$ cat config.mk
export PLATFORM = sky130hd
export DESIGN_NAME = instruction_fetch_stage_flat
export DESIGN_NICKNAME = d
export VERILOG_FILES = /design/src/rtl/instruction_fetch_stage_if.sv /design/src/rtl/instruction_fetch_stage.sv /design/src/flat_wrapper.sv
export SDC_FILE = /design/constraint.sdc
export NUM_CORES = 1
export LEC_CHECK = 0
export ABC_CLOCK_PERIOD_IN_PS = 3400
export BUFFER_PORTS_ARGS = -buffer_cell sky130_fd_sc_hd__buf_2
export CORE_MARGIN = 2
export CORE_UTILIZATION = 46
export CTS_BUF_LIST = sky130_fd_sc_hd__clkbuf_4 sky130_fd_sc_hd__clkbuf_8 sky130_fd_sc_hd__clkbuf_16
export CTS_CLUSTER_SIZE = 30
export DETAILED_ROUTE_END_ITERATION = 6
export PLACE_DENSITY_LB_ADDON = 0.1
export SYNTH_ARGS = -nofsm -noshare
export SYNTH_HDL_FRONTEND = slang
export SYNTH_SLANG_ARGS = --single-unit
$ cat constraint.sdc
create_clock -name Clk -period 3.4 [get_ports Clk]
set_clock_uncertainty 0.05 [all_clocks]
set_input_delay 0.68 -clock Clk [delete_from_list [all_inputs] [get_ports Clk]]
set_output_delay 0.68 -clock Clk [all_outputs]
set_load 0.01 [all_outputs]
$ cat src/rtl/instruction_fetch_stage_if.sv
// Bus between the fetch stage and its neighbours: hazard/redirect control, the
// instruction-memory port and the IF/ID register outputs.
interface instruction_fetch_stage_if;
  logic        Stall;
  logic        Redirect;
  logic [31:0] RedirectTarget;
  logic [31:0] IMemAddr;
  logic [31:0] IMemData;
  logic [31:0] IF_ID_Instruction;
  logic [31:0] IF_ID_PCPlus4;
  logic        IF_ID_Valid;
  logic        MisalignedRedirect;

  modport master (
    output Stall, Redirect, RedirectTarget, IMemData,
    input  IMemAddr, IF_ID_Instruction, IF_ID_PCPlus4, IF_ID_Valid, MisalignedRedirect
  );

  modport slave (
    input  Stall, Redirect, RedirectTarget, IMemData,
    output IMemAddr, IF_ID_Instruction, IF_ID_PCPlus4, IF_ID_Valid, MisalignedRedirect
  );
endinterface

$ cat src/rtl/instruction_fetch_stage.sv
// MIPS fetch stage: PC register, IF/ID pipeline register, stall hold and redirect flush.
// Optional fetch/flush counters are compiled in with FETCH_PERF_COUNT_EN.
module instruction_fetch_stage #(
  parameter logic [31:0] RESET_PC = 32'h0000_0000,
  parameter logic [31:0] NOP_WORD = 32'h0000_0000
) (
  input  logic                         Clk,
  input  logic                         Reset,
`ifdef FETCH_PERF_COUNT_EN
  output logic [31:0]                  FetchCount,
  output logic [31:0]                  FlushCount,
`endif
  instruction_fetch_stage_if.slave     bus
);

  typedef enum logic [1:0] {
    BOOT = 2'd0,
    RUN  = 2'd1,
    HOLD = 2'd2
  } state_e;

  state_e      state_q, state_d;
  logic [31:0] pc_q, pc_d;
  logic [31:0] instr_q, instr_d;
  logic [31:0] pcplus4_q, pcplus4_d;
  logic        valid_q, valid_d;
  logic        misaligned_q, misaligned_d;
  logic        advance;
  logic        flush;
  logic [31:0] pc_plus4;

  assign pc_plus4 = pc_q + 32'd4;

  always_comb begin
    state_d      = state_q;
    pc_d         = pc_q;
    instr_d      = instr_q;
    pcplus4_d    = pcplus4_q;
    valid_d      = valid_q;
    misaligned_d = 1'b0;
    advance      = 1'b0;
    flush        = 1'b0;

    // Redirect outranks Stall in every state; BOOT alone ignores Stall.
    if (bus.Redirect) begin
      flush   = 1'b1;
      state_d = RUN;
    end else begin
      case (state_q)
        BOOT: begin
          advance = 1'b1;
          state_d = RUN;
        end
        RUN, HOLD: begin
          if (bus.Stall) begin
            state_d = HOLD;
          end else begin
            advance = 1'b1;
            state_d = RUN;
          end
        end
        default: begin
          state_d = RUN;
        end
      endcase
    end

    if (flush) begin
      pc_d         = {bus.RedirectTarget[31:2], 2'b00};
      instr_d      = NOP_WORD;
      valid_d      = 1'b0;
      misaligned_d = (bus.RedirectTarget[1:0] != 2'b00);
    end else if (advance) begin
      pc_d      = pc_plus4;
      instr_d   = bus.IMemData;
      pcplus4_d = pc_plus4;
      valid_d   = 1'b1;
    end
  end

  always_ff @(posedge Clk or posedge Reset) begin
    if (Reset) begin
      state_q      <= BOOT;
      pc_q         <= RESET_PC;
      instr_q      <= NOP_WORD;
      pcplus4_q    <= 32'd0;
      valid_q      <= 1'b0;
      misaligned_q <= 1'b0;
    end else begin
      state_q      <= state_d;
      pc_q         <= pc_d;
      instr_q      <= instr_d;
      pcplus4_q    <= pcplus4_d;
      valid_q      <= valid_d;
      misaligned_q <= misaligned_d;
    end
  end

`ifdef FETCH_PERF_COUNT_EN
  logic [31:0] fetch_cnt_q, flush_cnt_q;

  always_ff @(posedge Clk or posedge Reset) begin
    if (Reset) begin
      fetch_cnt_q <= 32'd0;
      flush_cnt_q <= 32'd0;
    end else begin
      if (advance) fetch_cnt_q <= fetch_cnt_q + 32'd1;
      if (flush)   flush_cnt_q <= flush_cnt_q + 32'd1;
    end
  end

  assign FetchCount = fetch_cnt_q;
  assign FlushCount = flush_cnt_q;
`endif

  assign bus.IMemAddr           = pc_q;
  assign bus.IF_ID_Instruction  = instr_q;
  assign bus.IF_ID_PCPlus4      = pcplus4_q;
  assign bus.IF_ID_Valid        = valid_q;
  assign bus.MisalignedRedirect = misaligned_q;

endmodule
$ cat src/flat_wrapper.sv
// flat-port wrapper written by rule: the top's interface ports become plain ports
module instruction_fetch_stage_flat 
#(
  parameter logic [31:0] RESET_PC = 32'h0000_0000,
  parameter logic [31:0] NOP_WORD = 32'h0000_0000
)
  (Clk, Reset, bus_Stall, bus_Redirect, bus_RedirectTarget, bus_IMemData, bus_IMemAddr, bus_IF_ID_Instruction, bus_IF_ID_PCPlus4, bus_IF_ID_Valid, bus_MisalignedRedirect);
  instruction_fetch_stage_if bus_i ();
  input  logic Clk;
  input  logic Reset;
  input wire logic [$bits(bus_i.Stall)-1:0] bus_Stall;
  input wire logic [$bits(bus_i.Redirect)-1:0] bus_Redirect;
  input wire logic [$bits(bus_i.RedirectTarget)-1:0] bus_RedirectTarget;
  input wire logic [$bits(bus_i.IMemData)-1:0] bus_IMemData;
  output wire logic [$bits(bus_i.IMemAddr)-1:0] bus_IMemAddr;
  output wire logic [$bits(bus_i.IF_ID_Instruction)-1:0] bus_IF_ID_Instruction;
  output wire logic [$bits(bus_i.IF_ID_PCPlus4)-1:0] bus_IF_ID_PCPlus4;
  output wire logic [$bits(bus_i.IF_ID_Valid)-1:0] bus_IF_ID_Valid;
  output wire logic [$bits(bus_i.MisalignedRedirect)-1:0] bus_MisalignedRedirect;
  assign bus_i.Stall = bus_Stall;
  assign bus_i.Redirect = bus_Redirect;
  assign bus_i.RedirectTarget = bus_RedirectTarget;
  assign bus_i.IMemData = bus_IMemData;
  assign bus_IMemAddr = bus_i.IMemAddr;
  assign bus_IF_ID_Instruction = bus_i.IF_ID_Instruction;
  assign bus_IF_ID_PCPlus4 = bus_i.IF_ID_PCPlus4;
  assign bus_IF_ID_Valid = bus_i.IF_ID_Valid;
  assign bus_MisalignedRedirect = bus_i.MisalignedRedirect;
  instruction_fetch_stage #(.RESET_PC(RESET_PC), .NOP_WORD(NOP_WORD)) u_core (.Clk(Clk), .Reset(Reset), .bus(bus_i));
endmodule
==> run metrics, run 1 <==
Die X=~110 um; Num Clock Sinks=96; vias per cell=5.61; max_cap viols=0; post-CTS sizing=0; Placer Congestion=0.810; Final ANT Viol Nets=0; global-route wire length before repair=~21000 um; outcome=finished, final reports clean; Pwr Density=approximately 500 mW/mm2; First-pass DRT Iterations=6; Final Cell Area=0.00599 mm2; Buf+Inv Stages, Crit Path=0; CTS tree=built; # H-tree levels=3; Switching Share=33.8%; synth-to-layout area growth=22.7%; Post-synth ARST share=between 90% and 100%; Synth cell types=44; initial core utilization=47.3%; Core ar.=0.0103 mm2; Clk pwr share=26.3%; Rows=37; Final nets=roughly 750; Skew-Pair Late Insertion Delay=0.37 ns; CTS buffer count=9; unrepaired setup endpoints after global routing=no; io pins=166; pin count of the biggest net entering global routing=60; initial antenna violation count=0; Global Route Usage Sum=23.3%; post-route DRC violation count=0; Tcrit/Tclk final=76.5%; synth top area cells=dfrtp_1 (49%), nand2_1 (8.1%), or4_1 (3.8%); cell count after synthesis=545; FMAX=just under 400 MHz; Critical Path Max Stage Delay=slightly below 0.7 ns; top-area cell type share of the netlist area=between 40% and 50%; Hold Path Class=in -> async; Setup-failing EPs final=0; CTS Hold Bufs=0; Antenna diodes=0; Die Area=0.0115 mm2; post-DP HPWL=between 9000 and 10000 um; leakage=2.69 nW; max-slew violations=0; Critical-path top delay cell=or4_1; worst path required time=3.65 ns; final hold violation count=0; Slew headroom=56.4%; die height=roughly 110 um; PortBufs=161; VDD IR max=224 uV; Root Driver=clkbuf_8; P_sw=~0.001 W; Crit path max-delay family=simple AND/OR/NAND/NOR gates; Worst Tran Pin Value=0.637 ns; setup TNS=0 ns; fin crit period=2.60 ns; setup ws final=0.800 ns; register share of total power=48.9%; mapped cell area=0.00489 mm2; post-synth top area cell=dfrtp_1; DR WL/cell=15.9 um; clock buffer depth=2; Worst Setup Start Kind=flop; CP Class=reg -> reg; Worst Path Arrival=approximately 2.9 ns; Post-synth EDFFs=0; vias=4623; drt total wl=13100 um; vias in the first global route=4348; number of synthesized register bits=96; total grt overflow=0; pre-CTS setup slack=between 0.8 and 0.9 ns; crit path max fanout=21; crit end category=flop; most numerous cell in the Yosys netlist=nand2_1; cell-internal power=0.00199 W; Post-synth top cells=nand2_1 (106), dfrtp_1 (96), clkbuf_1 (38); Cell Chain, Critical Path=and4_1 > nand4_1 > or4_1 > a31oi_1; Post-CTS Setup Inserts=0; placed inst area=approximately 0.0058 mm2; starting DRC count in detailed routing=238; Comb power frac=around a quarter; Synth Warn #=0; share of layout cells above drive strength 1=28.5%; Most used DFF post-synth=dfrtp_1; post-synthesis area per instance=8.97 um2; post-synthesis sequential area ratio=49.2%; CTS clock-pin slew for the worst setup and hold paths=0.10 ns; Hold WS=0.309 ns
[per-layer routing]
layer	vias to the layer above	track usage (%)	routed length (um)
li1	2240	-	-
met1	2202	29.3	5530
met2	160	38.5	6350
met3	21	5.84	940
met4	0	9.37	251
met5	-	0	0
[layout by cell type (no fill, tap or decap), types with 14 or more instances in the layout]
cell type | synthesis | layout
o31ai_1 | 20 | 20
o21ai_0 | 32 | 31
nand3_1 | 14 | 14
buf_2 | 2 | 161
or4_1 | 25 | 25
a21oi_1 | 34 | 33
dfrtp_1 | 96 | 96
a31oi_1 | 25 | 25
nor2_1 | 32 | 32
nand2_1 | 106 | 106
[area by class of cell]
class	count	area [um2]
tap	136	170
timing repair buffer	171	893
multi-input combinational	397	2290
clock buffer	10	138
clock inverter	6	67.6
sequential	96	2400
inverter	8	32.5
fill	969	4330
[worst paths after layout]
path | start | endpoint | slack, ns | depth (start not counted)
setup reg to reg | u_core.bus.IMemAddr[6] | u_core.bus.IF_ID_PCPlus4[29] | 0.80 | 4
hold / removal | Reset | u_core.bus.IF_ID_Instruction[29] | 0.31 | 2
max in group asynchronous | Reset | u_core.bus.IF_ID_PCPlus4[21] | 2.28 | 3
setup / recovery | u_core.bus.IMemAddr[6] | u_core.bus.IF_ID_PCPlus4[29] | 0.80 | 4
min in group Clk | u_core.bus.IF_ID_PCPlus4[11] | u_core.bus.IF_ID_PCPlus4[11] | 0.44 | 2
hold reg to reg | u_core.bus.IF_ID_PCPlus4[11] | u_core.bus.IF_ID_PCPlus4[11] | 0.44 | 2
[through the flow]
stage	total power, W	utilization [%]	instances
after global placement	0.00223	56.1	808
final	0.00300	58.1	824
after detailed placement	0.00225	56.1	808
after global routing	0.00318	58.1	824
after CTS	0.00303	58.1	824
after floorplan	0.00191	-	548
[power by group through the flow]
stage | logic (W) | registers, W | clock network [W]
after floorplan | 0.000363 | 0.00154 | 0
after global placement | 0.000749 | 0.00148 | 0
after detailed placement | 0.000756 | 0.00149 | 0
after CTS | 0.000758 | 0.00147 | 0.000808
after global routing | 0.000839 | 0.00149 | 0.000846
final | 0.000746 | 0.00147 | 0.000790
[flip-flops by register name, indices dropped and copies added (netlist names)]
signal / flops
u_core.bus.IF_ID_Instruction: 32
u_core.bus.IF_ID_Valid: 1
u_core.bus.IMemAddr: 30
u_core.state_q: 2
u_core.bus.MisalignedRedirect: 1
u_core.bus.IF_ID_PCPlus4: 30
[kinds of logic (layout without fill, tap and decap cells)]
logic type	after synthesis	in the layout	synth area share, %
compound gates	139	139	17.9
xor+xnor	21	21	3.76
fa+ha+maj	3	3	0.768
buf+inv	55	195	4.76
flops	96	96	49.2
mux	1	1	0.205
other cells	1	4	0.0768
simple gates	229	229	23.4
No activity file was read; power rests on OpenSTA's default activity.
==> run 2: changes to the inputs <==
--- a/config.mk
+++ b/config.mk
@@ -5,10 +5,10 @@
 export SDC_FILE = /design/constraint.sdc
 export NUM_CORES = 1
 export LEC_CHECK = 0
-export ABC_CLOCK_PERIOD_IN_PS = 3400
+export ABC_CLOCK_PERIOD_IN_PS = 2590
 export BUFFER_PORTS_ARGS = -buffer_cell sky130_fd_sc_hd__buf_2
 export CORE_MARGIN = 2
-export CORE_UTILIZATION = 46
+export CORE_UTILIZATION = 51
 export CTS_BUF_LIST = sky130_fd_sc_hd__clkbuf_4 sky130_fd_sc_hd__clkbuf_8 sky130_fd_sc_hd__clkbuf_16
 export CTS_CLUSTER_SIZE = 30
 export DETAILED_ROUTE_END_ITERATION = 6
==> constraint.sdc (replaced) <==
create_clock -name Clk -period 2.59 [get_ports Clk]
set_clock_uncertainty 0.05 [all_clocks]
set_input_delay 0.518 -clock Clk [delete_from_list [all_inputs] [get_ports Clk]]
set_output_delay 0.518 -clock Clk [all_outputs]
set_load 0.01 [all_outputs]
==> run metrics, run 2 (synthesized netlist as in run 1, its figures left out) <==
outcome=finished, final reports clean; Critical Path Max Stage Delay=0.56 ns (-0.12 ns); Core ar.=0.00928 mm2 (-10%); Crit path max-delay family=simple AND/OR/NAND/NOR gates; register share of total power=49.5% (+0.6 points); unrepaired setup endpoints after global routing=no; most frequent cells in the layout=buf_2 (161), nand2_1 (106), dfrtp_1 (96); setup TNS=0 ns (unchanged); Setup-failing EPs final=0 (unchanged); Tcrit/Tclk final=91.7% (+15 points); FMAX=421 MHz (+9.5%); fin crit period=2.37 ns (-0.225 ns); final hold violation count=0 (unchanged); Worst Path Arrival=2.61 ns (-0.24 ns); Pwr Density=642 mW/mm2 (+28%); CP Class=reg -> reg; Hold WS=0.234 ns (-0.0746 ns); Slew headroom=47.8% (-8.7 points); placed inst area=0.00585 mm2 (+0.99%); starting DRC count in detailed routing=213 (-11%); Root Driver=clkbuf_8; max_cap viols=0 (unchanged); Worst Tran Pin Value=0.782 ns (+0.145 ns); post-DP HPWL=9540 um (+2.9%); CTS clock-pin slew for the worst setup and hold paths=0.10 ns (about the same); Die X=102 um (-4.8%); global-route wire length before repair=21600 um (+1.9%); vias=4655 (+0.69%); max reg flops=32 (unchanged); P_sw=0.00134 W (+32%); First-pass DRT Iterations=4 (-2); io pins=166 (unchanged); Final Cell Area=0.00604 mm2 (+0.71%); max-slew violations=0 (unchanged); Antenna diodes=0 (unchanged); area of the multi-input gates=0.00229 mm2 (unchanged); PortBufs=161 (unchanged); VDD IR max=292 uV (+30%); Cell Chain, Critical Path=inv_1 > ha_1 > nor2b_1 > o21ai_4 > or4_1 > a31oi_1; vias in the first global route=4403 (+1.3%); share of layout cells above drive strength 1=29.2% (+0.72 points); CTS tree=built; Final ANT Viol Nets=0 (unchanged); Comb power frac=26.1% (+1.3 points); cell-internal power=0.00254 W (+28%); Placer Congestion=0.940 (+16%); synth-to-layout area growth=23.5%; crit path max fanout=26 (+24%); Skew-Pair Late Insertion Delay=0.36 ns (about the same); initial core utilization=52.6% (+5.3 points); commonest non-fill, non-tap cell in the layout=buf_2; total grt overflow=0 (unchanged); vias per cell=5.65 (+0.69%); Final nets=761 (+0.93%); # H-tree levels=3 (unchanged); Worst Setup Start Kind=flop; crit end category=flop; drt total wl=13300 um (+1.5%); Design Power=0.00387 W (+29%); Critical-path top delay cell=or4_1; CTS buffer count=9 (unchanged); FF/Latch Area=0.00240 mm2 (unchanged); die height=102 um (-4.8%); # fillers=820 (-15%); Die Area=0.0104 mm2 (-9.4%); Switching Share=34.5% (+0.66 points); Rows=35 (-5.4%); post-route DRC violation count=0 (unchanged); Clk pwr share=24.3% (-2.0 points); initial antenna violation count=0 (unchanged); Buf+Inv Stages, Crit Path=1 (+1); Global Route Usage Sum=26.4% (+3.0 points); Post-CTS Setup Inserts=0 (unchanged); worst path required time=2.82 ns (-0.83 ns); DR WL/cell=16.1 um (+1.5%); leakage=2.72 nW (+1.0%); Num Clock Sinks=96 (unchanged); Hold Path Class=in -> async; clock buffer depth=2 (unchanged); pin count of the biggest net entering global routing=42 (-30%)
run 2: power by group through the flow:
stage                     registers (W)  logic [W]  clock network (W)
after floorplan                 0.00203   0.000476                  0
after global placement          0.00194    0.00100                  0
after detailed placement        0.00195    0.00102                  0
after CTS                       0.00192    0.00102           0.000960
after global routing            0.00195    0.00114            0.00103
final                           0.00192    0.00101           0.000943
run 2: what timing repair did:
item | in CTS | in global routing
hold buffers | 0 | 0
endpoints found under the setup margin | 0 | 1
gates resized for setup | 0 | 1
hold endpoints to repair | 0 | 0
run 2: worst paths after layout:
path,startpoint,endpoint,slack (ns),cells past startpoint
min in group Clk,bus_RedirectTarget[5],u_core.bus.IMemAddr[5],0.31,3
max in group asynchronous,Reset,u_core.bus.IMemAddr[28],1.64,3
worst min register to register,u_core.bus.IF_ID_PCPlus4[14],u_core.bus.IF_ID_PCPlus4[14],0.43,2
worst max-delay path,u_core.state_q[0],u_core.bus.IMemAddr[12],0.22,6
worst max register to register,u_core.state_q[0],u_core.bus.IMemAddr[12],0.22,6
worst min-delay path,Reset,u_core.bus.IF_ID_Instruction[3],0.23,2
run 2: cell type report:
cell class / instances / area share [%]
repair buffers: 178 / 15.9
clock buffers: 11 / 2.40
clock inverters: 5 / 0.684
flip-flops and latches: 96 / 39.8
inverters: 8 / 0.560
multi-input cells: 397 / 37.9
well taps: 129 / 2.67
run 2: metal layers:
metal | GRT usage, % | vias up | wire length, um | part of all wire [%]
met5 | 0 | - | 0 | 0
met2 | 42.2 | 189 | 6320 | 48
met4 | 9.23 | 0 | 231 | 1.7
met3 | 5.81 | 18 | 1060 | 8.0
li1 | - | 2233 | - | -
met1 | 35.8 | 2215 | 5640 | 43
run 2: through the flow:
stage	util, %	cells	setup WS [ns]
final	65.0	824	0.215
after global routing	65.0	824	0.0117
after CTS	65.0	824	0.216
after detailed placement	63.0	808	0.237
after global placement	63.0	808	0.332
after floorplan	-	548	0.409
